**config.mk**
```make
export PLATFORM = sky130hd
export DESIGN_NAME = heichips25_nibble_mem_bridge
export DESIGN_NICKNAME = d
export VERILOG_FILES = /design/src/rtl/heichips25_nibble_mem_bridge.sv
export SDC_FILE = /design/constraint.sdc
export NUM_CORES = 1
export LEC_CHECK = 0
export BUFFER_PORTS_ARGS = -buffer_cell sky130_fd_sc_hd__buf_2
export CORE_MARGIN = 5
export CORE_UTILIZATION = 47
export DETAILED_ROUTE_END_ITERATION = 7
export PLACE_DENSITY = 0.78
export SKIP_CTS_REPAIR_TIMING = 1
export SLEW_MARGIN = 10
export SYNTH_ARGS = -nofsm -noshare
export SYNTH_HDL_FRONTEND = slang
export SYNTH_SLANG_ARGS = --single-unit
export TNS_END_PERCENT = 50
```
**constraint.sdc**
```tcl
create_clock -name clk -period 2.05 [get_ports clk]
set_input_delay 0.205 -clock clk [delete_from_list [all_inputs] [get_ports clk]]
set_output_delay 0.205 -clock clk [all_outputs]
set_load 0.01 [all_outputs]
```
**src/rtl/heichips25_nibble_mem_bridge.sv**
```systemverilog
// Nibble-serial request/response bridge onto a 32-bit word memory port.
// Writes gather 8 nibbles plus strobes; reads return the word as 8 nibbles, LSB first.
module heichips25_nibble_mem_bridge #(
    parameter int unsigned ADDR_W = 8
) (
    input  logic              clk,
    input  logic              rst_n,
    input  logic [3:0]        req_nibble_i,
    input  logic              req_strb_i,
    input  logic              req_write_i,
    input  logic [ADDR_W-1:0] req_addr_i,
    input  logic              req_valid_i,
    output logic              req_ready_o,
    output logic [3:0]        rsp_nibble_o,
    output logic              rsp_last_o,
    output logic              rsp_valid_o,
    input  logic              rsp_ready_i,
    output logic              mem_req_o,
    output logic              mem_we_o,
    output logic [ADDR_W-1:0] mem_addr_o,
    output logic [3:0]        mem_be_o,
    output logic [31:0]       mem_wdata_o,
    input  logic              mem_gnt_i,
    input  logic [31:0]       mem_rdata_i,
    output logic              busy_o,
    output logic              err_strb_o
);

    typedef enum logic [2:0] {
        IDLE,
        WCOLLECT,
        MEMWR,
        MEMRD,
        RDWAIT,
        RSEND,
        COMMIT
    } state_t;

    state_t            state;
    state_t            state_nxt;
    logic [ADDR_W-1:0] addr_q;
    logic [31:0]       wdata_q;
    logic [31:0]       shift_q;
    logic [7:0]        strb_q;
    logic [2:0]        cnt_q;
    logic              err_q;
    logic              ready_en;
    logic [3:0]        be_w;
    logic              beat;

    assign beat        = req_valid_i & req_ready_o;
    assign mem_addr_o  = addr_q;
    assign mem_wdata_o = wdata_q;
    assign busy_o      = (state != IDLE);
    assign err_strb_o  = err_q;

    // Byte enable i follows the low-nibble strobe of byte i.
    always_comb begin
        be_w = '0;
        for (int unsigned i = 0; i < 4; i++) begin
            be_w[i] = strb_q[2*i];
        end
    end

    always_ff @(posedge clk or negedge rst_n) begin
        if (!rst_n) begin
            state <= IDLE;
        end else begin
            state <= state_nxt;
        end
    end

    always_comb begin
        state_nxt    = state;
        req_ready_o  = 1'b0;
        rsp_valid_o  = 1'b0;
        rsp_nibble_o = '0;
        rsp_last_o   = 1'b0;
        mem_req_o    = 1'b0;
        mem_we_o     = 1'b0;
        mem_be_o     = '0;
        case (state)
            IDLE: begin
                req_ready_o = ready_en;
                if (req_valid_i && ready_en) begin
                    state_nxt = req_write_i ? WCOLLECT : MEMRD;
                end
            end
            WCOLLECT: begin
                req_ready_o = ready_en;
                if (req_valid_i && ready_en && cnt_q == 3'd7) begin
                    state_nxt = MEMWR;
                end
            end
            MEMWR: begin
                mem_req_o = 1'b1;
                mem_we_o  = 1'b1;
                mem_be_o  = be_w;
                if (mem_gnt_i) begin
                    state_nxt = IDLE;
                end
            end
            MEMRD: begin
                mem_req_o = 1'b1;
                mem_be_o  = '1;
                if (mem_gnt_i) begin
                    state_nxt = RDWAIT;
                end
            end
            RDWAIT: begin
                state_nxt = RSEND;
            end
            RSEND: begin
                rsp_valid_o  = 1'b1;
                rsp_nibble_o = shift_q[3:0];
                rsp_last_o   = (cnt_q == 3'd7);
                if (rsp_ready_i && cnt_q == 3'd7) begin
                    state_nxt = COMMIT;
                end
            end
            COMMIT: begin
                rsp_valid_o = 1'b1;
                state_nxt   = IDLE;
            end
            default: begin
                state_nxt = IDLE;
            end
        endcase
    end

    always_ff @(posedge clk or negedge rst_n) begin
        if (!rst_n) begin
            addr_q   <= '0;
            wdata_q  <= '0;
            shift_q  <= '0;
            strb_q   <= '0;
            cnt_q    <= '0;
            err_q    <= 1'b0;
            ready_en <= 1'b0;
        end else begin
            ready_en <= 1'b1;
            case (state)
                IDLE: begin
                    if (beat) begin
                        addr_q <= req_addr_i;
                        if (req_write_i) begin
                            wdata_q <= {28'd0, req_nibble_i};
                            strb_q  <= {7'd0, req_strb_i};
                            cnt_q   <= 3'd1;
                        end
                    end
                end
                WCOLLECT: begin
                    if (beat) begin
                        wdata_q[{cnt_q, 2'b00} +: 4] <= req_nibble_i;
                        strb_q[cnt_q]                <= req_strb_i;
                        // Odd beat closes a byte: both strobes of it must agree.
                        if (cnt_q[0] && (req_strb_i != strb_q[cnt_q - 3'd1])) begin
                            err_q <= 1'b1;
                        end
                        cnt_q <= cnt_q + 3'd1;
                    end
                end
                RDWAIT: begin
                    shift_q <= mem_rdata_i;
                    cnt_q   <= '0;
                end
                RSEND: begin
                    if (rsp_ready_i) begin
                        shift_q <= {4'd0, shift_q[31:4]};
                        cnt_q   <= cnt_q + 3'd1;
                    end
                end
                default: begin
                end
            endcase
        end
    end

endmodule

```
==> impl_results.md, run 1 <==
* Max Fanout on Critical Path at 12
* Post-synthesis sequential area ratio at between 50% and 60%
* Layout cells sized above 1 at 34.12%
* Hold Crit Class: primary input to flip-flop
* DIE AREA at 0.01034 sq mm
* Via density at ~5.4
* RSZ-0062 raised after global routing: no
* Initial antenna violation count at 0
* Drt wl/cell at 15.94 um
* Cts bufs inserted at 9
* Placer congestion estimate at about 0.84
* Synth Warn # at 0
* IO Pins at 106
* First-pass GRT wire length at between 15 and 20 mm
* Place WS at 0.08385 ns
* Number of flops mapped to enable cells by yosys at 0
* Pin count of the biggest net entering global routing at 61
* Final period util at between 90% and 100%
* Setup ws final at between 0.1 and 0.15 ns
* Vias at 3107
* CP endpoint kind: output pin
* WP data arrival at ~1.7 ns
* Final net count at 519
* Die Ht at around 100 um
* Initial core utilization at 48.09%
* Slew @ Worst Pin at 0.5531 ns
* Vias in the first global route at 3170
* Slew Limit Fails at 0
* Core Area at just over 0.008 sq mm
* Final ANT Viol Nets at 0
* N_diodes at 0
* Clock Root Buffer: clkbuf_8
* CTS tree: done
* Hold Worst Slack at around 0.06 ns
* Worst-Skew Late Latency at 0.36 ns
* Final WL at 9.152 mm
* Final Power at 6860 uW
* Synthesized area at roughly 0.0040 sq mm
* Die W at about 100 um
* H-tree levels at 3
* Area grow syn2layout at 24.10%
* LEAKAGE at 0.002576 uW
* Post-layout min period at 1.933 ns
* DR iter-0 viols at 95
* Dpl hpwl at 6.810 mm
* # setup viols final at 0
* Gate count after technology mapping at 354
* Final Hold Fails at 0
* Post-synthesis async set-or-reset flop share at 100.0%
* Status: finished, final reports clean
* Final Cell Area at about 0.0049 sq mm
* Num Clock Sinks at between 80 and 90
* Pre-antenna DRT Iters at 4
* Max-cap violations at 0
* Seq cells post-synth at 84
* F_max at just over 0.5 GHz
* Number of port buffers at 105
* Clock transition at the registers of the reported paths at 0.09 ns
* Library cells used by synthesis at ~50
* Post-route DRC violation count at 0
* WS Path Type: flip-flop to output pin
* Row cnt at 33
* Placed Area at 0.004717 sq mm
* P per Cell Area at 1399 mW/mm^2
* Avg Cell Area, Syn at 11.16 sq um
* Synth Flop Type: dfrtp_1
* Rel. slew slack at 63.13%
* Clock Skews at 0.01034 ns
* Overall routing resource usage at 18.78%
* CP Launch Type: flip-flop
* Clock tree buffer depth at 2
* Syn Nets at 409
* Required time worst endpoint at 1.85 ns
* Fill count at between 700 and 800
* Overflow after GRT at 0
* Peak supply drop at 0.0007108 V
[cell type report]
class | count | area, sq um | share of cell area, %
timing repair buffer | 124 | 710.7 | 14.49
clock inverter | 7 | 52.55 | 1.072
inverter | 7 | 31.28 | 0.6379
sequential | 84 | 2103 | 42.89
clock buffer | 9 | 123.9 | 2.526
tap | 105 | 131.4 | 2.679
multi-input combinational | 238 | 1750 | 35.70
[cells in the final DEF (no fill, tap or decap), types with 3 or more instances in the layout]
master / synthesis / routed
a21oi_1: 8 / 8
clkbuf_8: 0 / 9
o21ai_0: 34 / 34
mux2_1: 11 / 11
nor2_1: 14 / 14
nor3_1: 3 / 3
inv_1: 6 / 5
nor3_2: 3 / 3
a211oi_2: 3 / 3
o21ai_1: 9 / 8
a22o_1: 25 / 25
buf_4: 1 / 16
nand2_1: 31 / 31
mux2i_1: 28 / 28
clkinv_4: 0 / 3
and2_0: 4 / 4
a32o_1: 8 / 8
buf_2: 9 / 104
nand3_1: 3 / 3
and2_1: 3 / 3
buf_12: 0 / 3
dfrtp_1: 84 / 83
nand2b_1: 6 / 6
and3_1: 9 / 9
[synth_stat cells, types with 8 or more instances]
cell	instances	area (sq um)
a21oi_1	8	40.04
a22o_1	25	219.0
a32o_1	8	80.08
and3_1	9	56.30
nor2_1	14	52.55
o21ai_0	34	170.2
mux2i_1	28	280.3
mux2_1	11	123.9
nand2_1	31	116.4
o21ai_1	9	45.04
clkbuf_1	14	52.55
dfrtp_1	84	2102
buf_2	9	45.04
[flip-flops by register name (all words and copies together), names as in the netlist]
| name | count |
|---|---|
| ready_en | 1 |
| strb_q | 4 |
| mem_wdata_o | 32 |
| cnt_q | 3 |
| state | 3 |
| mem_addr_o | 8 |
| err_strb_o | 1 |
| shift_q | 32 |
[logic make-up after synthesis]
| kind of cell | share of synthesized area, % |
|---|---|
| AND/OR/NAND/NOR | 11.94 |
| other | 0.09491 |
| AO/OA/AOI/OAI | 18.05 |
| buffers and inverters | 3.420 |
| multiplexers | 11.37 |
| flip-flops | 53.20 |
| adder cells (fa/ha/maj) | 1.267 |
| XOR/XNOR | 0.6651 |
[metrics by stage]
step                cells   TNS, ns  util, %
CTS                   573         0    59.56
global placement      557         0    57.41
detailed placement    557         0    57.41
floorplan             354  -0.08148        -
global route          574         0    59.68
finish                574         0    59.68
[critical path: stages, from the launching register on]
cell	delay, ns
dfrtp_2	0.44
buf_4	0.20
ha_1	0.21
ha_1	0.22
and3_1	0.16
buf_2	0.14
[per-layer routing]
metal | up-vias | track usage (%) | routed length [um]
met5 | - | 0 | 0
met4 | 0 | 8.078 | 143
met3 | 13 | 2.961 | 497
met2 | 93 | 29.38 | 4272
met1 | 1494 | 26.00 | 4239
li1 | 1507 | - | -
[report_power, final]
| part | internal, uW | switching, uW |
|---|---|---|
| logic | 1420 | 1720 |
| clock network | 446 | 620 |
| registers | 2280 | 370 |
[worst paths after layout]
| kind | depth (start not counted) | from | to | slack (ns) |
|---|---|---|---|---|
| min reg2reg | 2 | shift_q[27] | shift_q[27] | 0.48 |
| max | 5 | cnt_q[0] | rsp_last_o | 0.12 |
| min in group asynchronous | 2 | rst_n | shift_q[30] | 0.38 |
| max reg2reg | 6 | cnt_q[1] | mem_wdata_o[17] | 0.12 |
| max in group asynchronous | 3 | rst_n | cnt_q[0] | 1.01 |
| min | 2 | req_addr_i[3] | mem_addr_o[3] | 0.06 |
Note: power is estimated with default switching activity, not from simulation.
==> run 2: changes to the inputs <==
- CORE_UTILIZATION: 47 -> 52
- PLACE_DENSITY: 0.78 -> 0.88
- clock period: 2.05 -> 2 ns (I/O delays scaled with it)
==> run 2 against run 1 <==
Critical path depth is 1 higher. Combinational power is 4% higher. Flip-flop and latch count did not move. Design area up 1.1%. Clock skew about the same. Worst hold slack improved by 0.0079 ns. Count of clock-buffer cells in the layout up 2. Clock power increased by 31%. Critical endpoint is now mem_wdata_o[19]. Largest cell class unchanged.
==> impl_results.md, run 2 (synthesized netlist as in run 1, its figures left out) <==
* Final period util at roughly 95%
* Vias in the first global route at 3225
* Overflow after GRT at 0
* Sequential group share of total power at 36.7%
* Overall routing resource usage at 20.11%
* Placed Area at 0.004717 sq mm
* Final Hold Fails at 0
* Max-cap violations at 0
* Reg-to-reg endpoint: mem_wdata_o[19]
* Clock transition at the registers of the reported paths at 0.08 ns
* N_diodes at 0
* Drt wl/cell at 16.37 um
* Die W at 97.17 um
* Fill count at 547
* Peak supply drop at 0.0006421 V
* Reg2reg setup slack at ~0.097 ns
* Pin count of the biggest net entering global routing at between 40 and 50
* IO Pins at approximately 110
* Num Clock Sinks at 84
* Core Area at 0.007331 sq mm
* Final Cell Area at 0.004959 sq mm
* Post-layout min period at 1.903 ns
* Setup ws final at 0.09657 ns
* Hold Crit Class: primary input to flip-flop
* Final Power at 7406 uW
* Post-layout util at just under 70%
* Final WL at 9.312 mm
* H-tree levels at 3
* First-pass GRT wire length at around 16 mm
* Row cnt at 31
* Max Fanout on Critical Path at 5
* Clock tree buffer depth at 2
* Power Internal at approximately 4600 uW
* Clock Root Buffer: clkbuf_8
* Dpl hpwl at 6.916 mm
* Layout cells sized above 1 at 33.83%
* DIE AREA at approximately 0.0094 sq mm
* Clock Skews at 0.009850 ns
* WS Path Type: flip-flop to flip-flop
* Via density at between 5 and 6
* Status: finished, final reports clean
* Area grow syn2layout at 25.49%
* Cts bufs inserted at 9
* Worst-case reg-to-reg path depth at 6
* Final net count at 520
* RSZ-0062 raised after global routing: no
* Commonest non-fill, non-tap cells in the layout: 104 x buf_2, 83 x dfrtp_1, 34 x o21ai_0
* Crit path launch: cnt_q[0]
* CP Launch Type: flip-flop
* Combinational Power Share at 44.3%
* Rel. slew slack at 59.94%
* WP data arrival at between 2 and 2.5 ns
* CP Capture Point: mem_wdata_o[19]
* F_max at 0.5254 GHz
* Die Ht at 97.17 um
* CTS tree: done
* CP endpoint kind: flip-flop
* # setup viols final at 0
* Sw Ratio at 37.35%
* LEAKAGE at 0.002608 uW
* Place WS at 0.04875 ns
* Number of port buffers at 105
* Slew @ Worst Pin at 0.6009 ns
* Required time worst endpoint at about 2.2 ns
* Initial core utilization at 53.90%
* Post-route DRC violation count at 0
* Initial antenna violation count at 0
* Clk pwr share at 18.9%
* Placer congestion estimate at ~0.86
* Vias at 3132
* Slew Limit Fails at 0
* Pre-antenna DRT Iters at 4
* Commonest non-fill, non-tap cell in the layout: buf_2
* DR iter-0 viols at roughly 140
* Reg-to-Reg Start: cnt_q[0]
* Final ANT Viol Nets at 0
* Worst-Skew Late Latency at around 0.35 ns
* P per Cell Area at 1494 mW/mm^2
* Psw at 2766 uW
## run 2: routing by layer
layer / up-vias / track usage, % / share of wire, %
met3: 19 / 3.948 / 4.6
met1: 1512 / 25.61 / 44
met2: 95 / 33.17 / 49
met5: - / 0 / 0
met4: 0 / 9.071 / 2.8
li1: 1506 / - / -
## run 2: cell type report
type | count | area, sq um | area share [%]
Clock buffer | 11 | 131.4 | 2.650
Tap cell | 99 | 123.9 | 2.498
Timing Repair Buffer | 125 | 718.2 | 14.48
Sequential cell | 84 | 2103 | 42.42
Clock inverter | 5 | 100.1 | 2.019
Multi-Input combinational cell | 238 | 1750 | 35.30
Inverter | 7 | 31.28 | 0.6308
## run 2: worst min path at each step
stage	cells past startpoint	endpoint	slack, ns	start
2_1_floorplan	0	cnt_q[0]	-0.1	rst_n
3_3_place_gp	1	mem_wdata_o[0]	0.24	rst_n
3_5_place_dp	1	mem_wdata_o[0]	0.25	rst_n
4_1_cts	1	mem_wdata_o[0]	-0.13	rst_n
5_1_grt	2	mem_addr_o[3]	0.05	req_addr_i[3]
6_report	2	mem_addr_o[3]	0.07	req_addr_i[3]
## run 2: critical path, cell delays in order (launching register included)
cell and delay [ns]:
dfrtp_2 0.40, inv_6 0.05, ha_4 0.16, or4b_4 0.57
a211oi_4 0.26, o21ai_2 0.12, a32o_1 0.22
## run 2: power by group through the flow
stage / registers [uW] / logic (uW) / clock network [uW]
finish: 2720 / 3280 / 1400
global route: 2800 / 3600 / 1500
CTS: 2720 / 3300 / 1420
detailed placement: 2750 / 3270 / 0
global placement: 2710 / 3120 / 0
floorplan: 2790 / 2090 / 0
## run 2: stage by stage
stage	cells	hold WS (ns)	TNS (ns)
finish	569	0.06660	0
global route	569	0.04927	0
CTS	568	-0.1343	0
detailed placement	552	0.2455	0
global placement	552	0.2408	0
floorplan	354	-0.09559	-0.2815
==> run 3: changes to the inputs <==
- CORE_UTILIZATION: 52 -> 54
- CTS_BUF_LIST: unset -> sky130_fd_sc_hd__clkbuf_4 sky130_fd_sc_hd__clkbuf_8
- PLACE_DENSITY: 0.88 -> 0.91
==> run 3 against run 2 <==
Maximum frequency fell by 0.24%. Clock skew barely moved. Setup slack got worse by 0.0045 ns. Clock power fell by 3%. Critical path depth did not move. Critical path type unchanged. Sequential share of layout area fell by 0.30 points. Sequential power barely moved. Die area fell by 3.3%. Global-route usage rose by 0.97 points.
==> impl_results.md, run 3 (synthesized netlist as in run 1, its figures left out) <==
* Status: finished, final reports clean
* Slew Limit Fails at 0
* Post-layout min period at 1.908 ns
* Initial core utilization at 55.07%
* DR iter-0 viols at 162
* H-tree levels at 3
* Final Hold Fails at 0
* Cts bufs inserted at 9
* Fill count at 515
* Largest stage delay, worst path at roughly 0.57 ns
* CTS tree: done
* Setup ws final at 0.09209 ns
* Initial antenna violation count at 0
* First-pass GRT wire length at 14.84 mm
* Vias at between 3000 and 4000
* F_max at 0.5241 GHz
* Die W at 95.54 um
* Placer congestion estimate at 0.8333
* Number of port buffers at 105
* Via density at 5.595
* Num Clock Sinks at 84
* Pin count of the biggest net entering global routing at 61
* Final period util at 95.40%
* Overall routing resource usage at 21.08%
* Slew @ Worst Pin at 0.7399 ns
* RSZ-0062 raised after global routing: no
* Hold Path Depth at 2
* N_diodes at 0
* CP endpoint kind: flip-flop
* Area grow syn2layout at 26.38%
* CP Launch Type: flip-flop
* Max-cap violations at 0
* Rel. slew slack at 50.49%
* Max Fanout on Critical Path at 5
* Commonest non-fill, non-tap cells in the layout: 104 x buf_2, 83 x dfrtp_1, 34 x o21ai_0
* Final Power at 7398 uW
* Die Ht at roughly 96 um
* Clock Root Buffer: clkbuf_8
* Clock transition at the registers of the reported paths at 0.08 ns
* Place WS at 0.05074 ns
* Vias in the first global route at 3170
* Delay-heaviest family, CP: compound AO/OA/AOI/OAI gates
* Worst-case reg-to-reg path depth at 6
* Layout cells sized above 1 at approximately a third
* Hold Worst Slack at 0.05648 ns
* WS Path Type: flip-flop to flip-flop
* Pre-antenna DRT Iters at 4
* # setup viols final at 0
* Final WL at 9.178 mm
* LEAKAGE at 0.002626 uW
* Worst path slowest cell: or4b_4
* Required time worst endpoint at 2.23 ns
* Dpl hpwl at just under 7 mm
* Row cnt at 31
* Post-route DRC violation count at 0
* DIE AREA at 0.009128 sq mm
* Hold Crit Class: primary input to flip-flop
* Drt wl/cell at 16.02 um
* Overflow after GRT at 0
* Clock tree buffer depth at 2
* IO Pins at 106
* Peak supply drop at 0.0006549 V
* Clock Skews at 0.01028 ns
* Worst Path Buf+Inv at 1
* P per Cell Area at 1482 mW/mm^2
* Post-route setup TNS at 0 ns
* Worst path depth at 6
* Commonest non-fill, non-tap cell in the layout: buf_2
* CP Cell Sequence: inv_1, ha_4, or4b_4, a211oi_4, o21ai_2, a32o_1
* Final net count at around 520
* Final ANT Viol Nets at 0
* Core Area at 0.007176 sq mm
* Worst-Skew Late Latency at 0.35 ns
* WP data arrival at 2.14 ns
==> run 3: changes by cell type in the layout (fill, tap and decap cells not counted), sizes merged <==
cell,previous run,this run
inv,7,8
clkinv,2,0
buf,124,128
bufinv,3,2
clkinvlp,0,2
==> run 3: worst paths after layout <==
| path | start | endpoint | slack, ns |
|---|---|---|---|
| max | cnt_q[1] | mem_wdata_o[19] | 0.09 |
| min | req_addr_i[7] | mem_addr_o[7] | 0.06 |
| max reg2reg | cnt_q[1] | mem_wdata_o[19] | 0.09 |
| min reg2reg | shift_q[6] | shift_q[6] | 0.49 |
| max in group asynchronous | rst_n | mem_wdata_o[20] | 0.96 |
| min in group asynchronous | rst_n | ready_en | 0.38 |
==> run 3: through the flow <==
step / area [sq um] / util, % / std cells
after floorplan: 3989 / - / 354
after global placement: 4727 / 65.88 / 555
after detailed placement: 4727 / 65.88 / 555
after CTS: 4956 / 69.07 / 571
after global routing: 4994 / 69.59 / 573
final: 4994 / 69.59 / 573
==> run 3: final cells by class <==
class | count | area (sq um) | share of cell area (%)
well taps | 99 | 123.9 | 2.481
clock buffers | 11 | 145.1 | 2.907
flip-flops and latches | 84 | 2103 | 42.12
multi-input cells | 238 | 1750 | 35.05
clock inverters | 5 | 83.83 | 1.679
inverters | 7 | 31.28 | 0.6264
repair buffers | 129 | 755.7 | 15.13
==> run 3: report_power, final <==
part	internal (uW)	switching, uW
registers	2340	381
logic	1520	1800
clock network	756	600
==> run 3: metal layers <==
layer | vias up | wire length [um] | track usage, %
met5 | - | 0 | 0
met4 | 0 | 199 | 8.886
met3 | 16 | 729 | 6.077
met2 | 125 | 4429 | 32.66
met1 | 1549 | 3820 | 27.67
li1 | 1516 | - | -
